$ cat config.mk
export PLATFORM = sky130hd
export DESIGN_NAME = mmio_uart_tx
export DESIGN_NICKNAME = d
export VERILOG_FILES = /design/src/rtl/uart_pkg.sv /design/src/rtl/sync_fifo.sv /design/src/rtl/mmio_uart_tx.sv
export SDC_FILE = /design/constraint.sdc
export NUM_CORES = 1
export LEC_CHECK = 0
export BUFFER_PORTS_ARGS = -buffer_cell sky130_fd_sc_hd__buf_2
export CORE_ASPECT_RATIO = 0.5
export CORE_MARGIN = 2
export CORE_UTILIZATION = 58
export CTS_CLUSTER_SIZE = 8
export DETAILED_ROUTE_END_ITERATION = 8
export PLACE_DENSITY = 0.9
export SYNTH_ARGS = -nofsm -noshare
export SYNTH_HDL_FRONTEND = slang
export SYNTH_SLANG_ARGS = --single-unit
$ cat constraint.sdc
create_clock -name clk -period 4.8 [get_ports clk]
set_input_delay 0 -clock clk [delete_from_list [all_inputs] [get_ports clk]]
set_output_delay 0 -clock clk [all_outputs]
set_load 0.01 [all_outputs]
$ cat src/rtl/uart_pkg.sv
// Shared types and constants for the memory-mapped UART blocks.
package uart_pkg;

    typedef enum logic [2:0] {
        IDLE,
        START,
        DATA,
        PARITY,
        STOP
    } uart_state_t;

    localparam logic [2:0] TXDATA_OFF = 3'd0;
    localparam logic [2:0] STATUS_OFF = 3'd4;

    localparam int ST_FULL  = 0;
    localparam int ST_EMPTY = 1;
    localparam int ST_BUSY  = 2;
    localparam int ST_OVF   = 3;
    localparam int ST_COUNT = 4;

    function automatic logic [31:0] pack_status(input logic [3:0] count,
                                                input logic       ovf,
                                                input logic       busy,
                                                input logic       empty,
                                                input logic       full);
        logic [31:0] s;
        s                  = '0;
        s[ST_FULL]         = full;
        s[ST_EMPTY]        = empty;
        s[ST_BUSY]         = busy;
        s[ST_OVF]          = ovf;
        s[ST_COUNT +: 4]   = count;
        return s;
    endfunction

endpackage

$ cat src/rtl/sync_fifo.sv
// Synchronous first-word-fall-through FIFO with occupancy count.
module sync_fifo #(
    parameter int WIDTH = 8,
    parameter int DEPTH = 8
) (
    input  logic                     clk,
    input  logic                     reset,
    input  logic                     push,
    input  logic                     pop,
    input  logic [WIDTH-1:0]         din,
    output logic [WIDTH-1:0]         dout,
    output logic                     full,
    output logic                     empty,
    output logic [$clog2(DEPTH):0]   count
);

    localparam int AW = $clog2(DEPTH);
    localparam int CW = AW + 1;

    logic [WIDTH-1:0] mem [DEPTH];
    logic [AW-1:0]    wr_ptr;
    logic [AW-1:0]    rd_ptr;
    logic             do_push;
    logic             do_pop;

    // A simultaneous pop frees the slot a push into a full FIFO needs.
    assign do_pop  = pop && !empty;
    assign do_push = push && (!full || do_pop);

    assign full  = (count == CW'(DEPTH));
    assign empty = (count == '0);
    assign dout  = mem[rd_ptr];

    always_ff @(posedge clk) begin
        if (do_push)
            mem[wr_ptr] <= din;
    end

    always_ff @(posedge clk) begin
        if (reset) begin
            wr_ptr <= '0;
            rd_ptr <= '0;
            count  <= '0;
        end else begin
            if (do_push)
                wr_ptr <= wr_ptr + AW'(1);
            if (do_pop)
                rd_ptr <= rd_ptr + AW'(1);
            if (do_push && !do_pop)
                count <= count + CW'(1);
            else if (do_pop && !do_push)
                count <= count - CW'(1);
        end
    end

endmodule

$ cat src/rtl/mmio_uart_tx.sv
// Memory-mapped 8N1 UART transmitter with TX FIFO and pollable STATUS register.
// Define UART_TX_PARITY_EN to insert an even-parity bit between data and stop.
module mmio_uart_tx
    import uart_pkg::*;
#(
    parameter int          CLK_HZ     = 12_000_000,
    parameter int          BAUD       = 115_200,
    parameter logic [31:0] BASE_ADDR  = 32'h0000_2000,
    parameter int          FIFO_DEPTH = 8
) (
    input  logic        clk,
    input  logic        reset,
    input  logic        write_mem,
    input  logic [2:0]  funct3,
    input  logic [31:0] address,
    input  logic [31:0] write_data,
    output logic [31:0] read_data,
    output logic        hit,
    output logic        txd,
    output logic        busy
);

    localparam int DIV = CLK_HZ / BAUD;
    localparam int BW  = $clog2(DIV);
    localparam int CW  = $clog2(FIFO_DEPTH) + 1;

    uart_state_t   state;
    logic [BW-1:0] baud;
    logic [2:0]    bitcnt;
    logic [7:0]    shreg;
    logic          ovf;

    logic          sel;
    logic          is_status;
    logic          data_wr;
    logic          status_wr;
    logic          pop;
    logic          baud_last;
    logic [7:0]    fifo_dout;
    logic          fifo_full;
    logic          fifo_empty;
    logic [CW-1:0] fifo_count;
    logic [3:0]    count4;
    logic          unused_ok;

    assign sel       = (address[31:3] == BASE_ADDR[31:3]);
    assign is_status = (address[2] == STATUS_OFF[2]);
    assign data_wr   = write_mem && sel && !is_status;
    assign status_wr = write_mem && sel && is_status;
    assign pop       = (state == IDLE) && !fifo_empty;
    assign baud_last = (baud == BW'(DIV - 1));
    assign busy      = (state != IDLE) || !fifo_empty;
    assign count4    = 4'(fifo_count);
    assign unused_ok = ^{funct3, address[1:0], write_data[31:8]};

    sync_fifo #(
        .WIDTH(8),
        .DEPTH(FIFO_DEPTH)
    ) u_fifo (
        .clk  (clk),
        .reset(reset),
        .push (data_wr),
        .pop  (pop),
        .din  (write_data[7:0]),
        .dout (fifo_dout),
        .full (fifo_full),
        .empty(fifo_empty),
        .count(fifo_count)
    );

    // Register reads mirror mem: one cycle of latency, TXDATA reads as zero.
    always_ff @(posedge clk) begin
        if (reset) begin
            read_data <= '0;
            hit       <= 1'b0;
        end else begin
            hit       <= sel;
            read_data <= (sel && is_status)
                         ? pack_status(count4, ovf, busy, fifo_empty, fifo_full)
                         : '0;
        end
    end

    always_ff @(posedge clk) begin
        if (reset)
            ovf <= 1'b0;
        else if (data_wr && fifo_full && !pop)
            ovf <= 1'b1;
        else if (status_wr)
            ovf <= 1'b0;
    end

`ifdef UART_TX_PARITY_EN
    logic par;

    always_ff @(posedge clk) begin
        if (reset)
            par <= 1'b0;
        else if (pop)
            par <= ^fifo_dout;
    end
`endif

    // txd is registered and updated together with the state, so each level
    // appears on the line the edge its state is entered.
    always_ff @(posedge clk) begin
        if (reset) begin
            state  <= IDLE;
            txd    <= 1'b1;
            baud   <= '0;
            bitcnt <= '0;
            shreg  <= '0;
        end else begin
            case (state)
                IDLE: begin
                    txd <= 1'b1;
                    if (pop) begin
                        shreg <= fifo_dout;
                        baud  <= '0;
                        state <= START;
                        txd   <= 1'b0;
                    end
                end
                START: begin
                    if (baud_last) begin
                        baud   <= '0;
                        bitcnt <= '0;
                        state  <= DATA;
                        txd    <= shreg[0];
                    end else begin
                        baud <= baud + BW'(1);
                    end
                end
                DATA: begin
                    if (baud_last) begin
                        baud  <= '0;
                        shreg <= shreg >> 1;
                        if (bitcnt == 3'd7) begin
`ifdef UART_TX_PARITY_EN
                            state <= PARITY;
                            txd   <= par;
`else
                            state <= STOP;
                            txd   <= 1'b1;
`endif
                        end else begin
                            bitcnt <= bitcnt + 3'd1;
                            txd    <= shreg[1];
                        end
                    end else begin
                        baud <= baud + BW'(1);
                    end
                end
`ifdef UART_TX_PARITY_EN
                PARITY: begin
                    if (baud_last) begin
                        baud  <= '0;
                        state <= STOP;
                        txd   <= 1'b1;
                    end else begin
                        baud <= baud + BW'(1);
                    end
                end
`endif
                STOP: begin
                    if (baud_last) begin
                        baud  <= '0;
                        state <= IDLE;
                        txd   <= 1'b1;
                    end else begin
                        baud <= baud + BW'(1);
                    end
                end
                default: begin
                    state <= IDLE;
                    txd   <= 1'b1;
                end
            endcase
        end
    end

endmodule

Word level (Yosys, flattened, before mapping)
Memory sizes are Yosys's and may differ from the RTL's. A register that Yosys moved wholly into a read port is not among the register bits.
Index checks and enable logic that the tools add are counted.
W data, S select, Z words.
- register bits after elaboration: 66
- memory bits (writable): 64
- input bits: 70
- logic and storage cells: 96
- memories: 1
- memories (memory ; depth ; bits a word ; rd ports ; clocked after memory_dff ; write ports ; RTL line ; RTL):
    u_fifo.mem ; 8 ; 8 ; 1 ; 1 ; 1 ; sync_fifo.sv:20 ; logic [WIDTH-1:0] mem [DEPTH];
- add/subtract/negate cells: 6
- eq/ne operators: 13
- mux-type cells: 29
- bitwise logic cells: 1
- reduce and logical (&&, ||, !) cells: 34
- operators with widths (cell ; number):
    $eq A29 B11 Y1 const B ; 1
    $mux W3 ; 9
    $mux W8 ; 2
    $pmux W8 S2 ; 1
    $mux W7 ; 2
    $pmux W7 S2 ; 1
    $ne A2 B2 Y1 const B ; 6
    $pmux W3 S4 ; 1
    $logic_and A1 B1 Y1 ; 11
    $reduce_bool A2 Y1 ; 5
    $add A3 B1 Y3 const B ; 3
    $mux W1 ; 9
    $mux W4 ; 2
    $add A7 B1 Y7 const B ; 1
    $eq A7 B7 Y1 const B ; 1
    $eq A3 B3 Y1 const B ; 2
    $logic_not A1 Y1 ; 6
    $pmux W3 S2 ; 1
    $reduce_and A3 Y1 ; 2
    $reduce_and A5 Y1 ; 1
    $add A4 B1 Y4 const B ; 1
    $eq A4 B4 Y1 const B ; 1
    $logic_not A4 Y1 ; 1
    $pmux W1 S4 ; 1
    other kinds (11) ; 12

Logic depth before layout (Yosys ltp)
Gate-level depths: netlist of the first run.
- depth after elaboration: 10
- gate-level depth with buffers: 11
- gate-level depth less buffers: 10

Cells and area by module
From an unflattened synthesis of the first run, not the netlist that was laid out.
- cell total of the unflattened synthesis: 369
- area total of the unflattened synthesis: 4825.9 sq um
- modules (own cells, without submodules) (module ; instances ; cells an instance ; area an instance (sq um) ; seq. area each (sq um)):
    sync_fifo ; 1 ; 165 ; 3070.4 ; 2182.1
    mmio_uart_tx ; 1 ; 204 ; 1755.4 ; 640.6

Least setup slack after synthesis of the first run
Ideal clock, no wire load.
- kind: reg2reg
- start point: reg state[2]
- end point: reg u_fifo.count[3]
- data arrival time: 2.802 ns
- data required time: 4.679 ns
- slack: 1.877 ns
- stages on the path, launching flop included: 12
- period minus slack after synthesis: 2.923 ns
- path through: dfxtp_1 -> or3_2 -> and2_1 -> nor4_1 -> buf_2 -> ha_1 -> inv_1 -> ha_1 -> a21o_1 -> a21oi_1 -> mux2i_1 -> mux2_2
- word-level cells in the longest chain between the ends: 8
- RTL lines (element ; RTL line ; RTL):
    start: declaration ; mmio_uart_tx.sv:27 ; uart_state_t state;
    start signal: assignment ; mmio_uart_tx.sv:108 ; state <= IDLE;
    start signal: assignment ; mmio_uart_tx.sv:120 ; state <= START;
    start signal: assignment ; mmio_uart_tx.sv:128 ; state <= DATA;
    $logic_not A3 Y1 (*) ; mmio_uart_tx.sv:50 ; assign pop = (state == IDLE) && !fifo_empty;
    $logic_and A1 B1 Y1 (*) ; mmio_uart_tx.sv:50 ;
    $logic_and A1 B1 Y1 (*) ; sync_fifo.sv:27 ; assign do_pop = pop && !empty;
    $logic_or A1 B1 Y1 (*) ; sync_fifo.sv:28 ; assign do_push = push && (!full || do_pop);
    $logic_and A1 B1 Y1 (*) ; sync_fifo.sv:28 ;
    net u_fifo.do_push ; sync_fifo.sv:23 ; logic do_push;
    $logic_not A1 Y1 ; sync_fifo.sv:51 ; else if (do_pop && !do_push)
    $logic_and A1 B1 Y1 ; sync_fifo.sv:51 ;
    $reduce_bool A2 Y1 (no source line) ; - ;
    end signal: assignment ; sync_fifo.sv:50 ; count <= count + CW'(1);
    end signal: assignment ; sync_fifo.sv:52 ; count <= count - CW'(1);
    end: declaration ; sync_fifo.sv:14 ; output logic [$clog2(DEPTH):0] count
Mark *: on every way through the listed nets, which the timed path passes. The rest lies on a longest branch.
A chain may end at the register's enable or synchronous reset.

Worst setup path in the final report of the first run
- start point: reg state[2]
- end point: reg u_fifo.count[3]
- word-level cells in the longest chain between the ends: 8
- RTL lines (element ; RTL line):
    $logic_not A3 Y1 (*) ; mmio_uart_tx.sv:50
    $logic_and A1 B1 Y1 (*) ; mmio_uart_tx.sv:50
    $logic_and A1 B1 Y1 (*) ; sync_fifo.sv:27
    $logic_or A1 B1 Y1 ; sync_fifo.sv:28
    $logic_and A1 B1 Y1 ; sync_fifo.sv:28
    $logic_not A1 Y1 ; sync_fifo.sv:51
    $logic_and A1 B1 Y1 ; sync_fifo.sv:51
    $reduce_bool A2 Y1 (no source line) ; -
Every way passes the cells marked *; elsewhere a longest branch is shown, timed or not.

==> results of run 1 <==
final cells by class:
| class | count | area, sq um | share of cell area, % |
|---|---|---|---|
| Sequential cell | 109 | 2823 | 51.32 |
| Multi-Input combinational cell | 229 | 1809 | 32.89 |
| Timing Repair Buffer | 66 | 395.4 | 7.188 |
| Clock buffer | 10 | 229.0 | 4.163 |
| Tap cell | 112 | 140.1 | 2.548 |
| Clock inverter | 6 | 77.57 | 1.410 |
| Inverter | 7 | 26.28 | 0.4777 |
flip-flops by register name (all words and copies together), names as in the netlist, 3 cells and up, named ones only:
name,flops
u_fifo.rd_ptr,3
u_fifo.count,4
shreg,8
state,3
read_data,8
bitcnt,3
baud,7
u_fifo.wr_ptr,3
u_fifo.mem,64
worst max-delay path by stage:
| stage | start | end | slack, ns | cells past startpoint |
|---|---|---|---|---|
| after global placement | state[2] | u_fifo.count[3] | 1.70 | 10 |
| final | state[2] | u_fifo.count[3] | 1.59 | 11 |
| after detailed placement | state[2] | u_fifo.count[3] | 1.63 | 11 |
| after CTS | state[2] | u_fifo.count[3] | 1.62 | 10 |
| after floorplan | state[2] | u_fifo.count[3] | 1.88 | 11 |
| after global routing | u_fifo.count[0] | u_fifo.count[3] | 1.38 | 10 |
stage by stage:
| step | power [W] | hold WS (ns) | cell area (sq um) | cells |
|---|---|---|---|---|
| floorplan | 0.001647 | 0.09887 | 4932 | 387 |
| global route | 0.002638 | 0.1195 | 5500 | 539 |
| CTS | 0.002528 | 0.08815 | 5500 | 539 |
| detailed placement | 0.001769 | 0.2767 | 5084 | 512 |
| finish | 0.002512 | 0.1148 | 5500 | 539 |
| global placement | 0.001746 | 0.2643 | 5084 | 512 |
power by group through the flow:
| stage | registers [W] | clock network (W) | logic [W] |
|---|---|---|---|
| floorplan | 0.00113 | 0 | 0.000518 |
| global placement | 0.00120 | 0 | 0.000550 |
| detailed placement | 0.00120 | 0 | 0.000569 |
| CTS | 0.00118 | 0.000764 | 0.000583 |
| global route | 0.00120 | 0.000796 | 0.000645 |
| finish | 0.00118 | 0.000749 | 0.000583 |
kinds of logic after synthesis:
| kind of cell | count (synthesis) | synth area share, % |
|---|---|---|
| adder cells (fa/ha/maj) | 10 | 2.711 |
| multiplexers | 32 | 10.84 |
| AND/OR/NAND/NOR | 110 | 14.07 |
| other | 1 | 0.07739 |
| XOR/XNOR | 7 | 1.265 |
| AO/OA/AOI/OAI | 46 | 6.585 |
| flip-flops | 109 | 58.25 |
| buffers and inverters | 49 | 6.196 |
synth_stat cells, types with 5 or more instances:
cell	count
dfxtp_1	45
nand3_1	8
mux4_2	16
and4_1	9
inv_1	6
buf_4	24
and2_1	13
clkbuf_1	11
nor3_1	10
edfxtp_1	64
nor2_1	19
a21oi_1	10
o22ai_1	6
nor4_1	8
mux2i_1	12
nand2_1	10
a31oi_1	8
xnor2_1	5
ha_1	8
layer usage:
| metal | global-route usage (%) | part of all wire [%] | up-vias |
|---|---|---|---|
| met2 | 36.21 | 48 | 110 |
| met5 | 0 | 0 | - |
| met1 | 24.84 | 45 | 1476 |
| met4 | 9.176 | 1.7 | 0 |
| met3 | 5.775 | 4.8 | 13 |
| li1 | - | - | 1466 |
worst reg2reg max path, delay by kind of cell (launching register included):
| family | cells | cell delay (ns) |
|---|---|---|
| AO/OA/AOI/OAI | 2 | 0.34 |
| adder cells (fa/ha/maj) | 2 | 0.48 |
| buffers and inverters | 2 | 0.33 |
| flip-flops | 1 | 0.42 |
| multiplexers | 2 | 0.57 |
| AND/OR/NAND/NOR | 3 | 0.98 |
==> results.tsv, run 1 <==
stage	metric	value	unit
hold_path	WHS Path Cells	4	
layout	most common cell after layout, fill and taps aside	edfxtp_1	
power_and_ir_drop	Leak	1.995	nW
power_and_ir_drop	Reg power frac	47.0	%
worst_setup_path	reg2reg path depth	11	
global_route	antenna violations before repair	0	
yosys	Async SR Flop Fraction	0	%
worst_setup_path	r2r setup slk	1.59	ns
clocking	Clock Path Buffers	2	
clocking	clk sink count	109	
yosys	Post-synth EDFFs	64	
sta	minimum clock period	3.212	ns
worst_setup_path	buffers plus inverters on the worst setup path	2	
placed_design	GPL Wtd Cong	0.8043	
route	Remaining DRCs	0	
placed_design	DP Wirelength	5.793	mm
layout	final net count	501	
power_and_ir_drop	Internal	0.001759	W
layout	commonest non-fill, non-tap cells in the layout	edfxtp_1, buf_2, dfxtp_1	
hold_path	Hold Path Origin	address[2]	
yosys	Syn Area/Cell	13.31	sq um
sta	Slew headroom	28.48	%
clocking	worst-skew pair later-pin latency	0.35	ns
yosys	#FFs+latches synth	109	
layout	number of diodes	0	
yosys	Yosys top cell by area	edfxtp_1	
power_and_ir_drop	Gate power share	23.2	%
global_route	number of global-route vias before repair	2874	
worst_setup_path	Reg-to-Reg Start	state[2]	
route	initial DRC count	232	
worst_setup_path	Crit path max-delay family	simple AND/OR/NAND/NOR gates	
die	die height	68.64	um
die	initial core utilization	60.14	%
global_route	global route overflow	0	
yosys	Synth Warn #	0	
worst_setup_path	critical path's largest stage delay	0.56	ns
route	vias per std cell	5.686	
clocking	post-CTS setup buffers	0	
power_and_ir_drop	Max VDD drop	228.6	uV
clocking	post-cts hold buffer count	11	
run_status	outcome	finished clean	
sta	Setup TNS	0	ns
yosys	Mapped Cells	364	
sta	f_max	311.3	MHz
die	Ports	105	
route	final WL	8.936	mm
sta	Worst Tran Pin Value	1.071	ns
power_and_ir_drop	Psw	0.0007529	W
worst_setup_path	Critical-path top delay cell	or3_2	
sta	RSZ-0062 raised after global routing	no	
clocking	post_cts resized	0	
sta	final period utilization	66.91	%
clocking	CTS buffer count	9	
clocking	Worst-path clk slew	0.07	ns
run	maxcap violations	0	
worst_setup_path	Worst Setup End Kind	register	
route	drt first pass iters	4	
route	Routed Antenna Nets	0	
layout	share of layout cells above drive strength 1	23.42	%
worst_setup_path	CP Cell Sequence	or3_2 -> and2_1 -> nor4_1 -> buf_4 -> ha_1 -> inv_1 -> ha_1 -> a21o_1 -> a21oi_1 -> mux2i_1 -> mux2_2	
worst_setup_path	CP required	5.04	ns
placed_design	Port Buffer Count	51	
worst_setup_path	R2R Path End	u_fifo.count[3]	
global_route	largest net degree at the start of global routing	41	
route	WL/cell	16.58	um
power_and_ir_drop	Clock Power Share	29.8	%
die	Cell Rows	23	
layout	end-of-flow core utilization	68.26	%
global_route	first-pass GRT wire length	14.03	mm
clocking	CTS Root Cell	clkbuf_16	
sta	Final Skew	0.01147	ns
sta	final slew viol count	0	
yosys	top_reg_cell synth	edfxtp_1	
worst_setup_path	CP Launch Type	register	
worst_setup_path	CP Max Fanout	11	
die	Die W	133.3	um
sta	Final Setup Violations	0	
die	Core Region	0.008058	sq mm
layout	synthesis-to-finish area growth	13.50	%
yosys	dominant cells by area after synthesis	edfxtp_1, dfxtp_1, mux4_2, buf_4, mux2i_1	
die	die area	0.009147	sq mm
hold_path	Hold EP	ovf	
power_and_ir_drop	pwr dens	456.6	mW/mm^2
worst_setup_path	critical path class	reg2reg	
layout	Layout fillers	537	
global_route	GRT Util Overall	20.68	%
route	Vias	3065	
sta	Final Hold Viols	0	
yosys	cell area after synthesis	0.004846	sq mm
placed_design	Place WS	1.627	ns
hold_path	worst hold-check path type	in2reg	
yosys	Synth top area share	39.66	%
sta	smallest setup slack after layout	1.588	ns
clocking	CTS tree	done	
power_and_ir_drop	switching portion of total power	29.98	%
clocking	htree depth	3	
yosys	number of distinct library cells after synthesis	62	
worst_setup_path	WP data arrival	3.45	ns
yosys	register area share after synthesis	58.25	%
worst_setup_path	Worst path most repeated cell	ha_1	
Note: power is estimated with default switching activity, not from simulation.
==> run 2, diff against run 1 <==
- CORE_UTILIZATION: 58 -> 54
- PLACE_DENSITY: 0.9 -> 0.85
- clock period: 4.8 -> 3.35 ns (I/O delays scaled with it)
==> results.tsv, run 2 (synthesis results as in run 1) <==
stage	metric	value	unit
route	vias per std cell	5.568	
sta	Final Hold Viols	0	
route	Vias	3057	
placed_design	Port Buffer Count	51	
hold_path	worst hold-check path type	in2reg	
sta	Final Setup Violations	0	
die	Core Region	0.008708	sq mm
worst_setup_path	r2r setup slk	0.34	ns
die	Cell Rows	24	
layout	final net count	507	
worst_setup_path	WP data arrival	3.25	ns
global_route	met3 Use GR	6.093	%
global_route	met2 Use GR	33.06	%
power_and_ir_drop	Max VDD drop	476.4	uV
power_and_ir_drop	Final Power	0.003552	W
sta	f_max	331.9	MHz
power_and_ir_drop	Gate power share	26.0	%
sta	final period utilization	89.93	%
sta	final slew viol count	0	
placed_design	DP Wirelength	6.014	mm
route	drt first pass iters	4	
global_route	antenna violations before repair	0	
layout	most common cell after layout, fill and taps aside	edfxtp_1	
clocking	clk sink count	109	
die	die area	0.009794	sq mm
worst_setup_path	CP Cell Sequence	or3_2 -> and2_1 -> nor4_1 -> ha_1 -> inv_1 -> ha_1 -> a21o_1 -> a21oi_1 -> mux2i_1 -> mux2_2	
layout	Layout fillers	640	
power_and_ir_drop	Psw	0.001082	W
global_route	first-pass GRT wire length	14.58	mm
worst_setup_path	Critical-path top delay cell	or3_2	
route	Routed Antenna Nets	0	
route	initial DRC count	162	
layout	Top Registers	u_fifo.mem (64), read_data (8), shreg (8)	
layout	multi-input logic area	0.001809	sq mm
run	maxcap violations	0	
power_and_ir_drop	Leak	2.013	nW
sta	Slew headroom	50.87	%
worst_setup_path	Crit path max-delay family	simple AND/OR/NAND/NOR gates	
power_and_ir_drop	pwr dens	644.0	mW/mm^2
sta	Setup TNS	0	ns
clocking	CTS Root Cell	clkbuf_16	
power_and_ir_drop	switching portion of total power	30.45	%
layout	sequential cell area	0.002823	sq mm
worst_setup_path	CP required	3.58	ns
worst_setup_path	CP Launch Type	register	
sta	minimum clock period	3.013	ns
worst_setup_path	Worst path most repeated cell	ha_1	
global_route	global route overflow	0	
global_route	GRT Util Overall	20.08	%
die	die height	70.99	um
sta	Worst Tran Pin Value	0.7359	ns
clocking	post_cts resized	0	
layout	share of layout cells above drive strength 1	24.54	%
route	final WL	8.980	mm
placed_design	GPL Wtd Cong	0.8435	
worst_setup_path	critical path class	reg2reg	
die	Ports	105	
clocking	Clock Path Buffers	2	
die	initial core utilization	55.65	%
layout	number of diodes	0	
layout	synthesis-to-finish area growth	13.84	%
clocking	CTS tree	done	
power_and_ir_drop	Reg power frac	46.7	%
worst_setup_path	buffers plus inverters on the worst setup path	1	
route	Remaining DRCs	0	
power_and_ir_drop	Clock Power Share	27.3	%
layout	commonest non-fill, non-tap cells in the layout	edfxtp_1, buf_2, dfxtp_1	
global_route	Top Usage Layer GRT	met2	
global_route	largest net degree at the start of global routing	41	
worst_setup_path	critical path's largest stage delay	0.51	ns
clocking	Worst-path clk slew	0.07	ns
global_route	number of global-route vias before repair	2986	
power_and_ir_drop	Internal	0.002471	W
global_route	GRT met1 Usage	25.51	%
run_status	outcome	finished clean	
layout	max reg flops	64	
layout	register bank with the most flops	u_fifo.mem	
sta	RSZ-0062 raised after global routing	no	
clocking	CTS buffer count	9	
route	WL/cell	16.36	um
die	Die W	138.0	um
worst_setup_path	CP Max Fanout	4	
sta	Final Skew	0.004930	ns
clocking	htree depth	3	
clocking	worst-skew pair later-pin latency	0.35	ns
worst_setup_path	Worst Setup End Kind	register	
==> run 2: cell count changes in the layout (fill, tap and decap cells not counted), sizes merged <==
cell | before | now
buf | 55 | 61
bufinv | 1 | 0
inv | 10 | 9
clkbuf | 10 | 9
clkinv | 1 | 3
==> run 2: per-stage QoR <==
stage	area (sq um)	hold slack, ns	setup WS (ns)	cells	util [%]
finish	5517	0.1359	0.3375	549	63.35
global route	5517	0.1323	0.1740	549	63.35
CTS	5517	0.1240	0.3296	549	63.35
detailed placement	5135	0.2770	0.3610	523	58.97
global placement	5135	0.2664	0.4152	523	58.97
floorplan	4932	0.09887	0.4275	387	-
==> run 2: worst paths after layout <==
| check | end | cells after the start | from |
|---|---|---|---|
| hold / removal | ovf | 4 | address[2] |
| setup / recovery | u_fifo.count[3] | 10 | state[2] |
| hold reg to reg | read_data[3] | 1 | ovf |
| setup reg to reg | u_fifo.count[3] | 10 | state[2] |
==> run 2: layout make-up <==
class,count,area share (%)
Clock buffer,9,4.083
Inverter,7,0.4763
Timing Repair Buffer,72,7.984
Sequential cell,109,51.17
Clock inverter,6,0.8392
Multi-Input combinational cell,229,32.80
Tap cell,117,2.654
==> run 2: what timing repair did <==
action / in CTS / in global routing
hold buffers: 11 / 0
buffers inserted: 0 / 0
endpoints found under the hold margin: 65 / 0
==> run 2: worst reg2reg max path: cells and delay by family (launching register included) <==
kind / cells / cell delay (ns)
buf+inv: 1 / 0.09
simple gates: 3 / 1.08
compound gates: 2 / 0.34
fa+ha+maj: 2 / 0.52
flops: 1 / 0.31
mux: 2 / 0.56
==> run 2: routing by layer <==
metal	up-vias	share of wire (%)
li1	1478	-
met1	1462	44
met2	101	48
met3	16	6.1
met4	0	1.7
met5	-	0
==> run 2: power groups by stage <==
stage	sequential, W	combinational (W)	clock, W
floorplan	0.00162	0.000742	0
global route	0.00168	0.00103	0.00103
detailed placement	0.00169	0.000896	0
CTS	0.00166	0.000926	0.000990
global placement	0.00168	0.000872	0
finish	0.00166	0.000925	0.000970
==> run 3, diff against run 2 <==
- CORE_MARGIN: 2 -> 3
- MAX_ROUTING_LAYER: default -> met4
==> results.tsv, run 3 (synthesis results as in run 1) <==
stage	metric	value	unit
run_status	outcome	finished clean	
sta	final slew viol count	0	
clocking	CTS Root Cell	clkbuf_16	
worst_setup_path	CP Cell Sequence	or3_2 -> and2_1 -> nor4_1 -> ha_1 -> inv_1 -> ha_1 -> a21o_1 -> a21oi_1 -> mux2i_1 -> mux2_2	
layout	synthesis-to-finish area growth	14.28	%
run	maxcap violations	0	
die	initial core utilization	58.07	%
clocking	worst-skew pair later-pin latency	0.36	ns
layout	final net count	507	
worst_setup_path	R2R Path End	u_fifo.count[3]	
sta	Final Skew	0.01241	ns
route	Remaining DRCs	0	
worst_setup_path	Reg-to-Reg Start	state[2]	
worst_setup_path	Worst path most repeated cell	ha_1	
worst_setup_path	CP endpoint	u_fifo.count[3]	
layout	most common cell after layout, fill and taps aside	edfxtp_1	
global_route	largest net degree at the start of global routing	41	
route	WL/cell	16.95	um
sta	worst hold margin	0.1003	ns
worst_setup_path	CP Max Fanout	4	
layout	commonest non-fill, non-tap cells in the layout	edfxtp_1, buf_2, dfxtp_1	
route	Routed Antenna Nets	0	
sta	Slew headroom	53.07	%
layout	max reg flops	64	
sta	RSZ-0062 raised after global routing	no	
sta	final period utilization	90.96	%
clocking	post-cts hold buffer count	11	
clocking	CTS buffer count	9	
global_route	first-pass GRT wire length	15.06	mm
clocking	Worst-path clk slew	0.07	ns
worst_setup_path	CP required	3.59	ns
placed_design	DP Wirelength	6.035	mm
sta	minimum clock period	3.047	ns
route	drt first pass iters	4	
route	initial DRC count	264	
global_route	antenna violations before repair	0	
worst_setup_path	critical path class	reg2reg	
clocking	post_cts resized	0	
sta	Setup TNS	0	ns
sta	f_max	328.2	MHz
layout	register bank with the most flops	u_fifo.mem	
worst_setup_path	CP Launch Type	register	
worst_setup_path	Critical-path top delay cell	or3_2	
global_route	GRT Util Overall	19.83	%
layout	Top Registers	u_fifo.mem (64), read_data (8), shreg (8)	
worst_setup_path	Worst Setup End Kind	register	
global_route	number of global-route vias before repair	2966	
worst_setup_path	Critical Path Start	state[2]	
sta	Final Hold Viols	0	
power_and_ir_drop	Leak	2.018	nW
placed_design	GPL Wtd Cong	0.8392	
global_route	global route overflow	0	
placed_design	Port Buffer Count	51	
sta	Final Setup Violations	0	
worst_setup_path	critical path's largest stage delay	0.51	ns
route	vias per std cell	5.677	
route	final WL	9.236	mm
power_and_ir_drop	Final Power	0.003617	W
layout	share of layout cells above drive strength 1	24.71	%
power_and_ir_drop	Max VDD drop	397.4	uV
hold_path	worst hold-check path type	in2reg	
die	die height	72.99	um
clocking	Clock Path Buffers	2	
clocking	post-CTS setup buffers	0	
die	Cell Rows	23	
die	die area	0.01022	sq mm
worst_setup_path	reg2reg path depth	10	
die	Die W	140.0	um
die	Core Region	0.008346	sq mm
power_and_ir_drop	pwr dens	653.1	mW/mm^2
sta	Worst Tran Pin Value	0.7029	ns
clocking	CTS tree	done	
clocking	clk sink count	109	
worst_setup_path	WP data arrival	3.29	ns
hold_path	Hold Path Origin	address[2]	
die	Ports	105	
clocking	htree depth	3	
route	Vias	3094	
layout	number of diodes	0	
worst_setup_path	r2r setup slk	0.30	ns
## run 3: cell count changes in the layout (fill, tap and decap cells not counted)
cell	previous run	this run
clkinv_2	2	0
clkinvlp_4	1	2
clkinv_4	1	0
clkinv_8	0	2
inv_6	1	3
inv_8	1	0
## run 3: worst min-delay path by stage
stage                             to  slack, ns  depth (start not counted)
finish                           ovf       0.10                          4
global route        u_fifo.wr_ptr[2]       0.13                          5
CTS                              ovf       0.09                          4
detailed placement  u_fifo.mem[2][5]       0.28                          1
global placement    u_fifo.mem[3][2]       0.27                          1
floorplan           u_fifo.mem[0][0]        0.1                          0
## run 3: final cells by class
class / instances / area (sq um)
sequential: 109 / 2823
fill: 598 / 2808
multi-input combinational: 229 / 1809
timing repair buffer: 72 / 440.4
clock buffer: 9 / 225.2
tap: 112 / 140.1
clock inverter: 7 / 73.82
inverter: 7 / 26.28
## run 3: power breakdown
group	switching (W)	internal (W)
combinational	0.000476	0.000440
sequential	0.000130	0.00152
clock	0.000524	0.000525
## run 3: per-layer routing
layer / part of all wire, % / vias up / global-route usage, %
li1: - / 1480 / -
met5: 0 / - / -
met4: 0.96 / 0 / 6.337
met3: 6.3 / 6 / 4.647
met1: 44 / 1501 / 24.06
met2: 49 / 107 / 33.69
## run 3: per-stage QoR
step           cells  instance area, sq um  util [%]  worst slack (ns)
2_1_floorplan    387                  4932         -            0.4275
3_3_place_gp     518                  5129     61.45            0.4279
3_5_place_dp     518                  5129     61.45            0.3261
4_1_cts          545                  5538     66.36            0.2928
5_1_grt          545                  5538     66.36            0.1363
6_report         545                  5538     66.36            0.3030
## run 3: critical path, delay by kind of cell (launching register included)
| kind | cells | cell delay (ns) |
|---|---|---|
| simple gates | 3 | 1.11 |
| fa+ha+maj | 2 | 0.54 |
| mux | 2 | 0.54 |
| compound gates | 2 | 0.33 |
| flops | 1 | 0.31 |
| buf+inv | 1 | 0.10 |
